===== src/rtl/sccomp_dbg_ctrl_if.sv =====
// ---------------------------------------------------------------------------
// sccomp_dbg_ctrl_if
// Host-side bundle of the sccomp debug controller. It carries three streams:
//   cmd_*  : host -> controller command channel (valid/ready, op, argument)
//   ld_*   : host -> controller instruction-word stream used by LOAD
//   dump_* : controller -> host register-dump stream (valid/ready, idx, data)
// The master modport is the host side and the slave modport is the controller.
// ---------------------------------------------------------------------------
interface sccomp_dbg_ctrl_if;
   logic        cmd_valid;
   logic        cmd_ready;
   logic [2:0]  cmd_op;
   logic [31:0] cmd_arg;

   logic        ld_valid;
   logic        ld_ready;
   logic [31:0] ld_data;

   logic        dump_valid;
   logic        dump_ready;
   logic [31:0] dump_data;
   logic [4:0]  dump_idx;

   modport master (
      output cmd_valid, cmd_op, cmd_arg, ld_valid, ld_data, dump_ready,
      input  cmd_ready, ld_ready, dump_valid, dump_data, dump_idx
   );

   modport slave (
      input  cmd_valid, cmd_op, cmd_arg, ld_valid, ld_data, dump_ready,
      output cmd_ready, ld_ready, dump_valid, dump_data, dump_idx
   );
endinterface


===== src/rtl/sccomp_dbg_ctrl.sv =====
// ---------------------------------------------------------------------------
// sccomp_dbg_ctrl
// Run-control and debug sequencer for the single-cycle CPU. It loads the
// instruction memory from a host word stream, drives the CPU reset and clock
// enable, implements RUN / STEP / HALT with one PC breakpoint, and streams
// out all 32 CPU registers by sweeping the register-read port.
//
// Ports:
//   clk, rst          clock, synchronous active-high reset
//   host (slave)      command, load-word and dump streams
//   im_we/addr/wdata  instruction-memory write port
//   cpu_rstn, cpu_ce  CPU reset (active-low) and clock enable
//   cpu_pc            current CPU program counter
//   reg_sel/reg_data  CPU register-read port (reg_data combinational)
//   state, halted     controller state and state==HALT flag
// ---------------------------------------------------------------------------
module sccomp_dbg_ctrl #(
   parameter int IM_AW    = 10,
   parameter int IM_DEPTH = 1024,
   parameter int STEP_W   = 16
) (
   input  logic                 clk,
   input  logic                 rst,
   sccomp_dbg_ctrl_if.slave     host,
   output logic                 im_we,
   output logic [IM_AW-1:0]     im_addr,
   output logic [31:0]          im_wdata,
   output logic                 cpu_rstn,
   output logic                 cpu_ce,
   input  logic [31:0]          cpu_pc,
   output logic [4:0]           reg_sel,
   input  logic [31:0]          reg_data,
   output logic [2:0]           state,
   output logic                 halted
);

   typedef enum logic [2:0] {
      ST_IDLE = 3'd0,
      ST_LOAD = 3'd1,
      ST_RUN  = 3'd2,
      ST_STEP = 3'd3,
      ST_HALT = 3'd4,
      ST_DUMP = 3'd5
   } state_t;

   localparam logic [2:0] OP_LOAD    = 3'd1;
   localparam logic [2:0] OP_RUN     = 3'd2;
   localparam logic [2:0] OP_STEP    = 3'd3;
   localparam logic [2:0] OP_HALT    = 3'd4;
   localparam logic [2:0] OP_BRK_SET = 3'd5;
   localparam logic [2:0] OP_BRK_CLR = 3'd6;
   localparam logic [2:0] OP_DUMP    = 3'd7;

   localparam logic [IM_AW:0]    LD_ONE   = (IM_AW+1)'(1);
   localparam logic [IM_AW:0]    LD_DEPTH = (IM_AW+1)'(IM_DEPTH);
   localparam logic [STEP_W-1:0] STEP_ONE = STEP_W'(1);

   state_t            state_reg, state_next;
   state_t            ret_state_reg;
   logic              cpu_rstn_reg;
   logic              im_we_reg;
   logic [IM_AW-1:0]  im_addr_reg;
   logic [31:0]       im_wdata_reg;
   logic              ld_ready_reg;
   logic [IM_AW:0]    ld_n_reg;
   logic [IM_AW:0]    ld_cnt_reg;
   logic [4:0]        reg_sel_reg;
   logic              dump_valid_reg;
   logic [31:0]       dump_data_reg;
   logic [4:0]        dump_idx_reg;
   logic              brk_en_reg;
   logic [31:0]       brk_pc_reg;
   logic              skip_reg;
   logic [STEP_W-1:0] step_cnt_reg;

   logic              cmd_ready_c;
   logic              cmd_fire;
   logic              idle_or_halt;
   logic              ld_nonzero;
   logic [IM_AW:0]    ld_n_clip;
   logic [STEP_W-1:0] step_arg;
   logic              acc_load, acc_run, acc_step, acc_dump;
   logic              acc_brk_set, acc_brk_clr;
   logic              ld_fire, ld_last;
   logic              dump_fire, dump_last;
   logic              brk_hit;
   logic              exec_state;
   logic              cpu_ce_c;

   // ------------------------------------------------------------------
   // Command decode
   // ------------------------------------------------------------------
   assign cmd_fire     = host.cmd_valid & cmd_ready_c;
   assign idle_or_halt = (state_reg == ST_IDLE) || (state_reg == ST_HALT);
   assign ld_nonzero   = |host.cmd_arg;
   assign ld_n_clip    = (host.cmd_arg > 32'(IM_DEPTH)) ? LD_DEPTH
                                                         : host.cmd_arg[IM_AW:0];
   // A zero step count still executes one instruction.
   assign step_arg     = (host.cmd_arg[STEP_W-1:0] == '0) ? STEP_ONE
                                                          : host.cmd_arg[STEP_W-1:0];

   assign acc_load    = cmd_fire && idle_or_halt && (host.cmd_op == OP_LOAD) && ld_nonzero;
   assign acc_run     = cmd_fire && idle_or_halt && (host.cmd_op == OP_RUN);
   assign acc_step    = cmd_fire && idle_or_halt && (host.cmd_op == OP_STEP);
   assign acc_dump    = cmd_fire && idle_or_halt && (host.cmd_op == OP_DUMP);
   assign acc_brk_set = cmd_fire && (host.cmd_op == OP_BRK_SET);
   assign acc_brk_clr = cmd_fire && (host.cmd_op == OP_BRK_CLR);

   assign ld_fire   = host.ld_valid & ld_ready_reg;
   assign ld_last   = ld_fire && ((ld_cnt_reg + LD_ONE) == ld_n_reg);
   assign dump_fire = dump_valid_reg & host.dump_ready;
   assign dump_last = dump_fire && (dump_idx_reg == 5'd31);

   // skip masks the breakpoint for the first instruction after a resume,
   // otherwise resuming at the breakpoint PC would halt again immediately.
   assign brk_hit    = brk_en_reg && (cpu_pc == brk_pc_reg) && !skip_reg;
   assign exec_state = (state_reg == ST_RUN) ||
                       ((state_reg == ST_STEP) && (step_cnt_reg != '0));

   // ------------------------------------------------------------------
   // FSM: state register
   // ------------------------------------------------------------------
   always_ff @(posedge clk) begin
      if (rst) begin
         state_reg <= ST_IDLE;
      end else begin
         state_reg <= state_next;
      end
   end

   // ------------------------------------------------------------------
   // FSM: next-state logic
   // ------------------------------------------------------------------
   always_comb begin
      state_next = state_reg;
      case (state_reg)
         ST_IDLE, ST_HALT: begin
            if (acc_load) state_next = ST_LOAD;
            if (acc_run)  state_next = ST_RUN;
            if (acc_step) state_next = ST_STEP;
            if (acc_dump) state_next = ST_DUMP;
         end
         ST_LOAD: begin
            if (ld_last) state_next = ST_IDLE;
         end
         ST_RUN: begin
            if ((cmd_fire && (host.cmd_op == OP_HALT)) || brk_hit) state_next = ST_HALT;
         end
         ST_STEP: begin
            // A count of zero means the requested instructions have all run.
            if (brk_hit || (step_cnt_reg == '0)) state_next = ST_HALT;
         end
         ST_DUMP: begin
            if (dump_last) state_next = ret_state_reg;
         end
         default: state_next = ST_IDLE;
      endcase
   end

   // ------------------------------------------------------------------
   // FSM: state-decoded outputs
   // ------------------------------------------------------------------
   always_comb begin
      cmd_ready_c = 1'b0;
      cpu_ce_c    = 1'b0;
      halted      = 1'b0;
      case (state_reg)
         ST_IDLE: cmd_ready_c = 1'b1;
         ST_RUN:  cmd_ready_c = 1'b1;
         ST_HALT: begin
            cmd_ready_c = 1'b1;
            halted      = 1'b1;
         end
         default: cmd_ready_c = 1'b0;
      endcase
      cpu_ce_c = exec_state && !brk_hit;
   end

   // ------------------------------------------------------------------
   // Datapath registers
   // ------------------------------------------------------------------
   always_ff @(posedge clk) begin
      if (rst) begin
         ret_state_reg  <= ST_IDLE;
         cpu_rstn_reg   <= 1'b0;
         im_we_reg      <= 1'b0;
         im_addr_reg    <= '0;
         im_wdata_reg   <= '0;
         ld_ready_reg   <= 1'b0;
         ld_n_reg       <= '0;
         ld_cnt_reg     <= '0;
         reg_sel_reg    <= '0;
         dump_valid_reg <= 1'b0;
         dump_data_reg  <= '0;
         dump_idx_reg   <= '0;
         brk_en_reg     <= 1'b0;
         brk_pc_reg     <= '0;
         skip_reg       <= 1'b0;
         step_cnt_reg   <= '0;
      end else begin
         im_we_reg <= 1'b0;

         if (acc_brk_set) begin
            brk_en_reg <= 1'b1;
            brk_pc_reg <= host.cmd_arg;
         end
         if (acc_brk_clr) begin
            brk_en_reg <= 1'b0;
         end

         if (cpu_ce_c) begin
            skip_reg <= 1'b0;
            if (state_reg == ST_STEP) step_cnt_reg <= step_cnt_reg - STEP_ONE;
         end

         if (acc_load) begin
            cpu_rstn_reg <= 1'b0;
            ld_ready_reg <= 1'b1;
            ld_n_reg     <= ld_n_clip;
            ld_cnt_reg   <= '0;
         end
         if (acc_run || acc_step) begin
            cpu_rstn_reg <= 1'b1;
            skip_reg     <= (state_reg == ST_HALT);
         end
         if (acc_step) begin
            step_cnt_reg <= step_arg;
         end
         if (acc_dump) begin
            reg_sel_reg   <= '0;
            ret_state_reg <= state_reg;
         end

         // Each accepted load word becomes a one-cycle IM write.
         if (ld_fire) begin
            im_we_reg    <= 1'b1;
            im_addr_reg  <= ld_cnt_reg[IM_AW-1:0];
            im_wdata_reg <= host.ld_data;
            ld_cnt_reg   <= ld_cnt_reg + LD_ONE;
            if (ld_last) ld_ready_reg <= 1'b0;
         end

         // Dump: capture reg_data one cycle after reg_sel settles, hold the
         // beat until accepted, then move to the next register (wraps to 0
         // after register 31).
         if (state_reg == ST_DUMP) begin
            if (!dump_valid_reg) begin
               dump_valid_reg <= 1'b1;
               dump_data_reg  <= reg_data;
               dump_idx_reg   <= reg_sel_reg;
            end else if (host.dump_ready) begin
               dump_valid_reg <= 1'b0;
               reg_sel_reg    <= reg_sel_reg + 5'd1;
            end
         end
      end
   end

   // ------------------------------------------------------------------
   // Output mapping
   // ------------------------------------------------------------------
   assign host.cmd_ready  = cmd_ready_c;
   assign host.ld_ready   = ld_ready_reg;
   assign host.dump_valid = dump_valid_reg;
   assign host.dump_data  = dump_data_reg;
   assign host.dump_idx   = dump_idx_reg;
   assign im_we           = im_we_reg;
   assign im_addr         = im_addr_reg;
   assign im_wdata        = im_wdata_reg;
   assign cpu_rstn        = cpu_rstn_reg;
   assign cpu_ce          = cpu_ce_c;
   assign reg_sel         = reg_sel_reg;
   assign state           = state_reg;

endmodule


===== src/flat_wrapper.sv =====
// flat-port wrapper written by rule: the top's interface ports become plain ports
module sccomp_dbg_ctrl_flat 
#(
   parameter int IM_AW    = 10,
   parameter int IM_DEPTH = 1024,
   parameter int STEP_W   = 16
)
  (clk, rst, im_we, im_addr, im_wdata, cpu_rstn, cpu_ce, cpu_pc, reg_sel, reg_data, state, halted, host_cmd_valid, host_cmd_op, host_cmd_arg, host_ld_valid, host_ld_data, host_dump_ready, host_cmd_ready, host_ld_ready, host_dump_valid, host_dump_data, host_dump_idx);
  sccomp_dbg_ctrl_if host_i ();
  input  logic clk;
  input  logic rst;
  output logic im_we;
  output logic [IM_AW-1:0] im_addr;
  output logic [31:0] im_wdata;
  output logic cpu_rstn;
  output logic cpu_ce;
  input  logic [31:0] cpu_pc;
  output logic [4:0] reg_sel;
  input  logic [31:0] reg_data;
  output logic [2:0] state;
  output logic halted;
  input wire logic [$bits(host_i.cmd_valid)-1:0] host_cmd_valid;
  input wire logic [$bits(host_i.cmd_op)-1:0] host_cmd_op;
  input wire logic [$bits(host_i.cmd_arg)-1:0] host_cmd_arg;
  input wire logic [$bits(host_i.ld_valid)-1:0] host_ld_valid;
  input wire logic [$bits(host_i.ld_data)-1:0] host_ld_data;
  input wire logic [$bits(host_i.dump_ready)-1:0] host_dump_ready;
  output wire logic [$bits(host_i.cmd_ready)-1:0] host_cmd_ready;
  output wire logic [$bits(host_i.ld_ready)-1:0] host_ld_ready;
  output wire logic [$bits(host_i.dump_valid)-1:0] host_dump_valid;
  output wire logic [$bits(host_i.dump_data)-1:0] host_dump_data;
  output wire logic [$bits(host_i.dump_idx)-1:0] host_dump_idx;
  assign host_i.cmd_valid = host_cmd_valid;
  assign host_i.cmd_op = host_cmd_op;
  assign host_i.cmd_arg = host_cmd_arg;
  assign host_i.ld_valid = host_ld_valid;
  assign host_i.ld_data = host_ld_data;
  assign host_i.dump_ready = host_dump_ready;
  assign host_cmd_ready = host_i.cmd_ready;
  assign host_ld_ready = host_i.ld_ready;
  assign host_dump_valid = host_i.dump_valid;
  assign host_dump_data = host_i.dump_data;
  assign host_dump_idx = host_i.dump_idx;
  sccomp_dbg_ctrl #(.IM_AW(IM_AW), .IM_DEPTH(IM_DEPTH), .STEP_W(STEP_W)) u_core (.clk(clk), .rst(rst), .host(host_i), .im_we(im_we), .im_addr(im_addr), .im_wdata(im_wdata), .cpu_rstn(cpu_rstn), .cpu_ce(cpu_ce), .cpu_pc(cpu_pc), .reg_sel(reg_sel), .reg_data(reg_data), .state(state), .halted(halted));
endmodule

===== config.mk =====
export PLATFORM = sky130hd
export DESIGN_NAME = sccomp_dbg_ctrl_flat
export DESIGN_NICKNAME = d
export VERILOG_FILES = /design/src/rtl/sccomp_dbg_ctrl_if.sv /design/src/rtl/sccomp_dbg_ctrl.sv /design/src/flat_wrapper.sv
export SDC_FILE = /design/constraint.sdc
export NUM_CORES = 1
export LEC_CHECK = 0
export ABC_AREA = 1
export CAP_MARGIN = 25
export CORE_MARGIN = 5
export CORE_UTILIZATION = 44
export CTS_BUF_LIST = sky130_fd_sc_hd__clkbuf_4 sky130_fd_sc_hd__clkbuf_8
export CTS_CLUSTER_SIZE = 24
export DETAILED_ROUTE_END_ITERATION = 10
export GPL_TIMING_DRIVEN = 0
export PLACE_DENSITY = 0.78
export SLEW_MARGIN = 25
export SYNTH_ARGS = -nofsm -noshare
export SYNTH_HDL_FRONTEND = slang
export SYNTH_SLANG_ARGS = --single-unit

===== constraint.sdc =====
create_clock -name clk -period 1.6 [get_ports clk]
set_input_delay 0.4 -clock clk [delete_from_list [all_inputs] [get_ports clk]]
set_output_delay 0.4 -clock clk [all_outputs]
set_load 0.01 [all_outputs]

==> metrics, run 1 <==
post-layout util 74.9%; hold crit path type primary input to register; Top Ports 230; DP Wirelength 19.4 mm; failing checks negative setup slack; CP endpoint kind primary output; clk_skew 14.3 ps; worst-skew pair later-pin latency 470 ps; worst-case reg-to-reg path depth 19; Fin. Hold Viols 0; core area 17300 um^2; CTS clk-pin slew, worst paths 100 ps; initial core utilization 44.7%; Mapped Nets 1273; sequential fraction of the synthesis area 43.0%; total track usage 27.1%; yosys warns 0; Antenna Cells 0; Final nets 1636; final setup violation count 108; RSZ-0062 raised after global routing true; Row Count 48; Arr. time, crit path 1910 ps; P&R area growth vs syn 67.6%; min-delay src host_cmd_arg[26]; max incr delay on CP 330 ps; First DRT Iteration DRCs 852; Synth Register Bits 166; VDD IR-drop max 0.610 mV; Die Ht 143 um; Yosys cell types 42; Layout Cell Area excl Fill 13000 um^2; Worst Path Required 1200 ps; CP max-delay cell dfxtp_2; vias per std cell 5.52; WL/cell 18.6 um; vias 9580; Final WS setup -712 ps; FF-to-FF setup slack -580 ps; largest net degree at the start of global routing 17; full die area 20300 um^2; Tcrit/Tclk final 144%; I/O Buffers 228; crit-path cells inv_2 > ha_4 > nand3_4 > nor2_4 > nand2_2 > nor2_4 > nand2_1 > nand2_2 > o21ai_4 > nand2_4 > inv_1 > buf_2; CTS buffer count 17; Antenna Nets Post-Route 0; DRC Markers 0; status complete, but fails checks; first-pass GRT wire length 44.0 mm; gpl congestion 0.915; Reg-to-Reg Start u_core.step_cnt_reg[1]; Worst Setup EP cpu_ce; Routed WL 32.2 mm; Avg Cell Area, Syn 6.82 um^2; clk root buf clkbuf_8; Syn Std Cell Area 7730 um^2; synthesized instance count 1134; max-slew violation count 0; startpoint types register; Leakage 5.77 nW; MaxCap Viol Count 0; CP Launch Point u_core.step_cnt_reg[1]; Tightest Pin Transition 882 ps; total global routing overflow 0; die width 143 um; share of cells above drive strength 1 30.1%; CTS tree yes; WS Path Type register to primary output; initial antenna violation count 0; f_max 433 MHz; worst r2r dst u_core.step_cnt_reg[6]; Area after DPL 10400 um^2; vias in the first global route 8917; count of clock tree sinks 166; fin crit period 2310 ps; Layout fillers 1182; CTS Buffer Depth 2; Pwr per Cell Area 789 nW/um^2; Slew headroom 41.2%; Final Power 10.2 mW; maximum fanout along the worst path 2; H-tree depth 4; drt pass-1 iters 5
==> cells in the final DEF, fill, tap and decap left out, types with 19 or more instances in the layout <==
cell and count:
buf_6 39, nand2_2 25, dlygate4sd2_1 115, buf_4 77, o21ai_2 38, nor2_1 185, a21oi_2 33, nor2_4 28
nand2_1 140, clkdlybuf4s50_1 87, clkbuf_8 19, o21ai_1 26, a21oi_1 42, inv_2 25, nand3_1 39, o21ai_0 84
dfxtp_1 141, dfxtp_2 19, nor2_2 41, inv_1 84
==> synth_stat cells, drive strengths merged <==
cell	count	area, um^2
a311oi	1	8.76
buf	8	47.5
a21oi	78	409
nand2	174	671
ha	3	37.5
xor2	10	87.6
inv	114	428
nor3b	1	7.51
nor3	12	60.1
nand3	51	265
nor4	3	18.8
nor2b	1	6.26
dfxtp	166	3320
clkinv	1	3.75
o211ai	1	7.51
a2111oi	2	17.5
a31oi	3	18.8
or2	6	37.5
xnor2	13	114
a211oi	2	15.0
clkbuf	40	150
nor2	254	978
o21bai	1	11.3
o21ai	154	775
o22ai	10	62.6
nand3b	4	30.0
nand4	19	125
o21a	2	15.0
==> routing by layer <==
layer | part of all wire [%] | up-vias | wire length [um] | global-route usage [%]
met1 | 36 | 4488 | 11500 | 31.3
met5 | 0 | - | 0 | 0
li1 | - | 4416 | - | -
met4 | 5.4 | 0 | 1730 | 12.6
met3 | 9.0 | 157 | 2900 | 7.96
met2 | 50 | 519 | 16100 | 46.2
==> cells by family (layout without fill, tap and decap cells) <==
family | after synthesis | in the layout | synth area share, %
AO/OA/AOI/OAI | 254 | 254 | 17.3
AND/OR/NAND/NOR | 525 | 525 | 28.5
XOR/XNOR | 23 | 23 | 2.61
adder cells (fa/ha/maj) | 3 | 3 | 0.486
buffers and inverters | 163 | 539 | 8.14
flip-flops | 166 | 166 | 43.0
==> power by group <==
group	leakage, nW	internal, mW	switching, mW	total (mW)
sequential	1.36	4.29	0.157	4.45
combinational	4.21	1.23	1.40	2.63
clock	0.204	1.49	1.66	3.15
total	5.77	7.01	3.22	10.2
==> how the worst min path moves through the flow <==
stage          depth (start not counted)                       to  slack (ps)
2_1_floorplan                          2  u_core.ret_state_reg[1]         420
6_report                               3    u_core.brk_pc_reg[26]         270
3_5_place_dp                           2  u_core.ret_state_reg[1]         440
4_1_cts                                3    u_core.brk_pc_reg[27]         300
5_1_grt                                3    u_core.brk_pc_reg[26]         270
3_3_place_gp                           2  u_core.ret_state_reg[1]         430
==> worst max-delay path: cells and delay by family, from the launching register on <==
kind                       cells  cell delay, ps
DFF                            1             330
and+or+nand+nor                7             640
adders and majority gates      1             150
buffers and inverters          3             250
AOI/OAI and AO/OA              1              80
==> per-stage QoR <==
stage / std cells / setup WS (ps) / hold slack [ps] / TNS [ps]
6_report: 1735 / -712 / 269 / -23650
5_1_grt: 1735 / -786 / 272 / -31330
4_1_cts: 1696 / -713 / 300 / -11920
3_5_place_dp: 1587 / -1200 / 438 / -103170
3_3_place_gp: 1587 / -1210 / 430 / -98910
2_1_floorplan: 1134 / -67.3 / 419 / -418
==> layout make-up <==
cell class	count	area (um^2)	share of cell area, %
repair buffers	346	3320	25.6
plain buffers	45	349	2.69
repair inverters	1	6.26	0.0483
clock buffers	19	262	2.02
flip-flops and latches	166	3370	26.0
well taps	225	282	2.17
inverters	115	454	3.50
multi-input cells	805	4780	36.9
clock inverters	13	143	1.10
==> timing repair <==
action | 4_1_cts | 5_1_grt
hold buffers | 0 | 0
setup buffers | 70 | 37
resized for setup | 316 | 322
gates cloned | 7 | 9
setup endpoints to repair | 255 | 137
pin swaps | 36 | 71
No activity file was read; power rests on OpenSTA's default activity.
==> run 2: changes to the inputs <==
- CORE_MARGIN: 5 -> unset
==> metrics, run 2 (synthesis results as in run 1) <==
maximum fanout along the worst path 3; Fin. Hold Viols 0; vias 9192; Routed WL 29.3 mm; Top Ports 230; gpl congestion 0.922; CTS clk-pin slew, worst paths 90 ps; Arr. time, crit path 1990 ps; initial antenna violation count 1; area of the multi-input gates 4530 um^2; First DRT Iteration DRCs 723; largest net degree at the start of global routing 17; RSZ-0062 raised after global routing true; Worst Path Required 1200 ps; full die area 18100 um^2; initial core utilization 44.9%; die width 135 um; CP endpoint kind primary output; final setup violation count 70; register area 3360 um^2; f_max 419 MHz; clk root buf clkbuf_8; vias in the first global route 8387; Antenna Nets Post-Route 0; dpl ws -1210 ps; H-tree depth 4; first-pass GRT wire length 41.1 mm; Pwr per Cell Area 806 nW/um^2; commonest non-fill, non-tap cell in the layout nor2_1; drt pass-1 iters 6; P&R area growth vs syn 58.8%; CTS tree yes; Die Ht 135 um; fin crit period 2390 ps; max-slew violation count 0; count of clock tree sinks 166; core area 17200 um^2; clk_skew 14.1 ps; Slew headroom 35.6%; Final nets 1601; MaxCap Viol Count 0; Worst Setup EP cpu_ce; Row Count 48; vias per std cell 5.40; hold bufs inserted after CTS 0; CTS buffer count 17; status complete, but fails checks; total global routing overflow 0; worst r2r dst u_core.step_cnt_reg[0]; startpoint types register; DRC Markers 0; Tcrit/Tclk final 149%; failing checks negative setup slack; Layout fillers 1293; VDD IR-drop max 0.517 mV; Post-Place Cells 1587; worst-skew pair later-pin latency 480 ps; commonest cells after routing, fill and taps aside nor2_1, nand2_1, dfxtp_1, dlygate4sd2_1, o21ai_0; WS Path Type register to primary output; CP Launch Point u_core.brk_pc_reg[15]; Reg-to-Reg Start u_core.brk_pc_reg[15]; DP Wirelength 18.5 mm; hold crit path type primary input to register; Final WS setup -789 ps; I/O Buffers 228; Cell Count, Final, Fillers Out 1701; WL/cell 17.2 um; Tightest Pin Transition 967 ps; worst-case reg-to-reg path depth 18; FF-to-FF setup slack -710 ps; share of cells above drive strength 1 25.2%; CTS Buffer Depth 2; hold path depth 3; total track usage 28.8%; Leakage 5.59 nW
run 2: worst min-delay path by stage:
stage,start,end,slack (ps)
after global routing,host_cmd_arg[20],u_core.brk_pc_reg[20],200
after detailed placement,u_core.ret_state_reg[1],u_core.ret_state_reg[1],430
after floorplan,u_core.ret_state_reg[1],u_core.ret_state_reg[1],420
final,host_cmd_arg[20],u_core.brk_pc_reg[20],190
after global placement,u_core.ret_state_reg[1],u_core.ret_state_reg[1],430
after CTS,rst,u_core.reg_sel[0],370
run 2: stage by stage:
step                hold WS [ps]  util, %  power [mW]  instance area (um^2)  TNS, ps
floorplan                    419        -        5.55                  7790     -418
global placement             435     60.1        6.34                 10400   -92230
detailed placement           431     60.1        6.37                 10400   -96940
CTS                          368     65.6        9.45                 11300   -10410
global route                 200     71.2        10.3                 12300   -22980
finish                       191     71.2        9.90                 12300   -17910
run 2: per-layer routing:
layer	share of wire (%)	vias to the layer above	track usage [%]
met5	0	-	0
met4	5.4	0	12.6
met3	8.5	147	7.92
met2	48	482	47.7
met1	38	4228	34.9
li1	-	4335	-
run 2: repair_timing:
| action | in CTS | in global routing |
|---|---|---|
| setup endpoints to repair | 253 | 133 |
| setup buffers | 42 | 43 |
| gates cloned | 3 | 4 |
| pin swaps | 28 | 70 |
| resized for setup | 260 | 258 |
run 2: report_power, final:
part,internal (mW),leakage [nW],total (mW),switching [mW]
Combinational,1.19,4.07,2.55,1.36
Clock,1.21,0.170,2.90,1.69
Sequential,4.29,1.35,4.45,0.158
run 2: area by class of cell:
| type | count | area share [%] |
|---|---|---|
| multi-input cells | 805 | 36.9 |
| flip-flops and latches | 166 | 27.4 |
| repair buffers | 312 | 24.3 |
| inverters | 115 | 3.68 |
| plain buffers | 45 | 2.40 |
| well taps | 225 | 2.29 |
| clock buffers | 20 | 2.24 |
| clock inverters | 12 | 0.764 |
| diodes | 1 | 0.0204 |
run 2: worst max-delay path: stages (launching register included):
cell and delay (ps):
dfxtp_1 390, inv_1 80, nand2_1 110, nand4_1 150, nor2_2 140, nand2_1 80, nor2_2 100, nand3_2 150
nand2_2 150, inv_1 50, buf_2 130
==> run 3: changes to the inputs <==
- CORE_UTILIZATION: 44 -> 60
- DONT_BUFFER_PORTS: unset -> 1
- PLACE_DENSITY: 0.78 -> 0.79
==> metrics, run 3 (synthesis results as in run 1) <==
status complete, but fails checks; failing checks negative setup slack; CTS Buffer Depth 2; DRC Markers 0; initial core utilization 61.5%; vias per std cell 5.71; crit-path cells nor2_2 > nand3_4 > nor2_4 > nand2_4 > nor2_4 > nand2_2 > nand2_2 > o21ai_2 > nand2_2 > inv_2; P&R area growth vs syn 22.1%; final setup violation count 86; I/O Buffers 0; Final WS setup -646 ps; worst-skew pair later-pin latency 470 ps; vias 7865; Layout fillers 961; worst r2r dst u_core.step_cnt_reg[0]; maximum fanout along the worst path 4; H-tree depth 4; Tcrit/Tclk final 140%; most frequent cell on the critical path nand2_2; first-pass GRT wire length 34.3 mm; full die area 13300 um^2; f_max 445 MHz; Slew headroom 50.0%; Worst Hold Path EP u_core.brk_en_reg; Antenna Nets Post-Route 0; vias in the first global route 7201; core area 12600 um^2; CTS tree yes; VDD IR-drop max 0.693 mV; DP Wirelength 15.5 mm; fin crit period 2250 ps; WL/cell 16.7 um; gpl congestion 0.900; Pwr per Cell Area 1000 nW/um^2; worst-case reg-to-reg path depth 18; FF-to-FF setup slack -570 ps; Row Count 41; initial antenna violation count 0; Post-Place Cells 1306; First DRT Iteration DRCs 678; total track usage 33.3%; die width 116 um; Arr. time, crit path 1850 ps; hold crit path type primary input to register; Leakage 3.86 nW; Fin. Hold Viols 0; total global routing overflow 0; drt pass-1 iters 5; max-slew violation count 0; Reg-to-Reg Start u_core.step_cnt_reg[5]; count of clock tree sinks 166; commonest non-fill, non-tap cell in the layout nor2_1; largest net degree at the start of global routing 17; clk_skew 15.7 ps; max incr delay on CP 370 ps; commonest cells after routing, fill and taps aside nor2_1, nand2_1, dfxtp_1, o21ai_0, inv_1; dpl ws -724 ps; hold path depth 1; CP endpoint kind primary output; Routed WL 23.0 mm; Tightest Pin Transition 750 ps; MaxCap Viol Count 0; WS Path Type register to primary output; clk root buf clkbuf_8; Antenna Cells 0; Final nets 1331; Die Ht 116 um; Worst Path Required 1200 ps; CP max-delay cell dfxtp_1; startpoint types register; share of cells above drive strength 1 20.1%; Cell Count, Final, Fillers Out 1377; CTS clk-pin slew, worst paths 100 ps; CTS buffer count 17; min-delay src host_cmd_op[1]; RSZ-0062 raised after global routing true; Final Power 9.47 mW; Top Ports 230; hold bufs inserted after CTS 0
## run 3: changes by cell type in the layout (fill, tap and decap cells not counted), moves of 18 or more
cell,before,now
a21oi_2,37,18
dlymetal6s2s_1,25,0
dlygate4sd2_1,104,0
clkdlybuf4s50_1,91,0
buf_4,59,26
a21oi_1,39,57
buf_6,34,12
## run 3: power by group
group,internal (mW),leakage [nW],switching [mW]
registers,4.29,1.35,0.220
logic,0.661,2.30,1.00
clock network,1.57,0.217,1.72
total,6.52,3.86,2.94
## run 3: worst max-delay path by stage
| stage | depth (start not counted) | slack (ps) | from | to |
|---|---|---|---|---|
| after floorplan | 15 | -70 | u_core.step_cnt_reg[1] | u_core.step_cnt_reg[3] |
| after global placement | 6 | -770 | rst | u_core.im_addr[0] |
| after detailed placement | 6 | -720 | rst | u_core.im_addr[0] |
| after CTS | 11 | -550 | u_core.step_cnt_reg[0] | cpu_ce |
| after global routing | 11 | -720 | u_core.step_cnt_reg[1] | cpu_ce |
| final | 10 | -650 | u_core.step_cnt_reg[5] | cpu_ce |
## run 3: layout make-up
type                    instances  area, um^2  share of cell area [%]
multi-input cells             805        4290                    45.4
flip-flops and latches        166        3350                    35.5
inverters                     115         443                    4.69
repair buffers                 40         417                    4.41
plain buffers                  47         297                    3.14
clock buffers                  20         275                    2.92
well taps                     172         215                    2.28
clock inverters                12         154                    1.63
## run 3: through the flow
step / hold WS [ps] / TNS, ps / cell area (um^2) / utilization, %
global route: 13.2 / -21990 / 9440 / 75.1
floorplan: 419 / -418 / 7790 / -
finish: 33.5 / -13550 / 9440 / 75.1
global placement: 428 / -62600 / 8010 / 63.7
detailed placement: 441 / -63530 / 8010 / 63.7
CTS: 9.39 / -11020 / 9270 / 73.8
## run 3: metal layers
metal / global-route usage, % / vias to the layer above / routed length, um
met5: 0 / - / 0
met4: 15.2 / 0 / 750
met3: 9.88 / 73 / 2380
met2: 55.7 / 414 / 10900
met1: 39.4 / 3572 / 8900
li1: - / 3806 / -
## run 3: timing repair
item | in CTS | in global routing
gates cloned | 6 | 0
setup buffers | 34 | 11
setup endpoints to repair | 164 | 136
pin swaps | 30 | 24
resized for setup | 163 | 59
## run 3: critical path: cells and delay by family (launching register included)
kind / cells / cell delay, ps
DFF: 1 / 370
buffers and inverters: 1 / 60
and+or+nand+nor: 8 / 870
AOI/OAI and AO/OA: 1 / 70
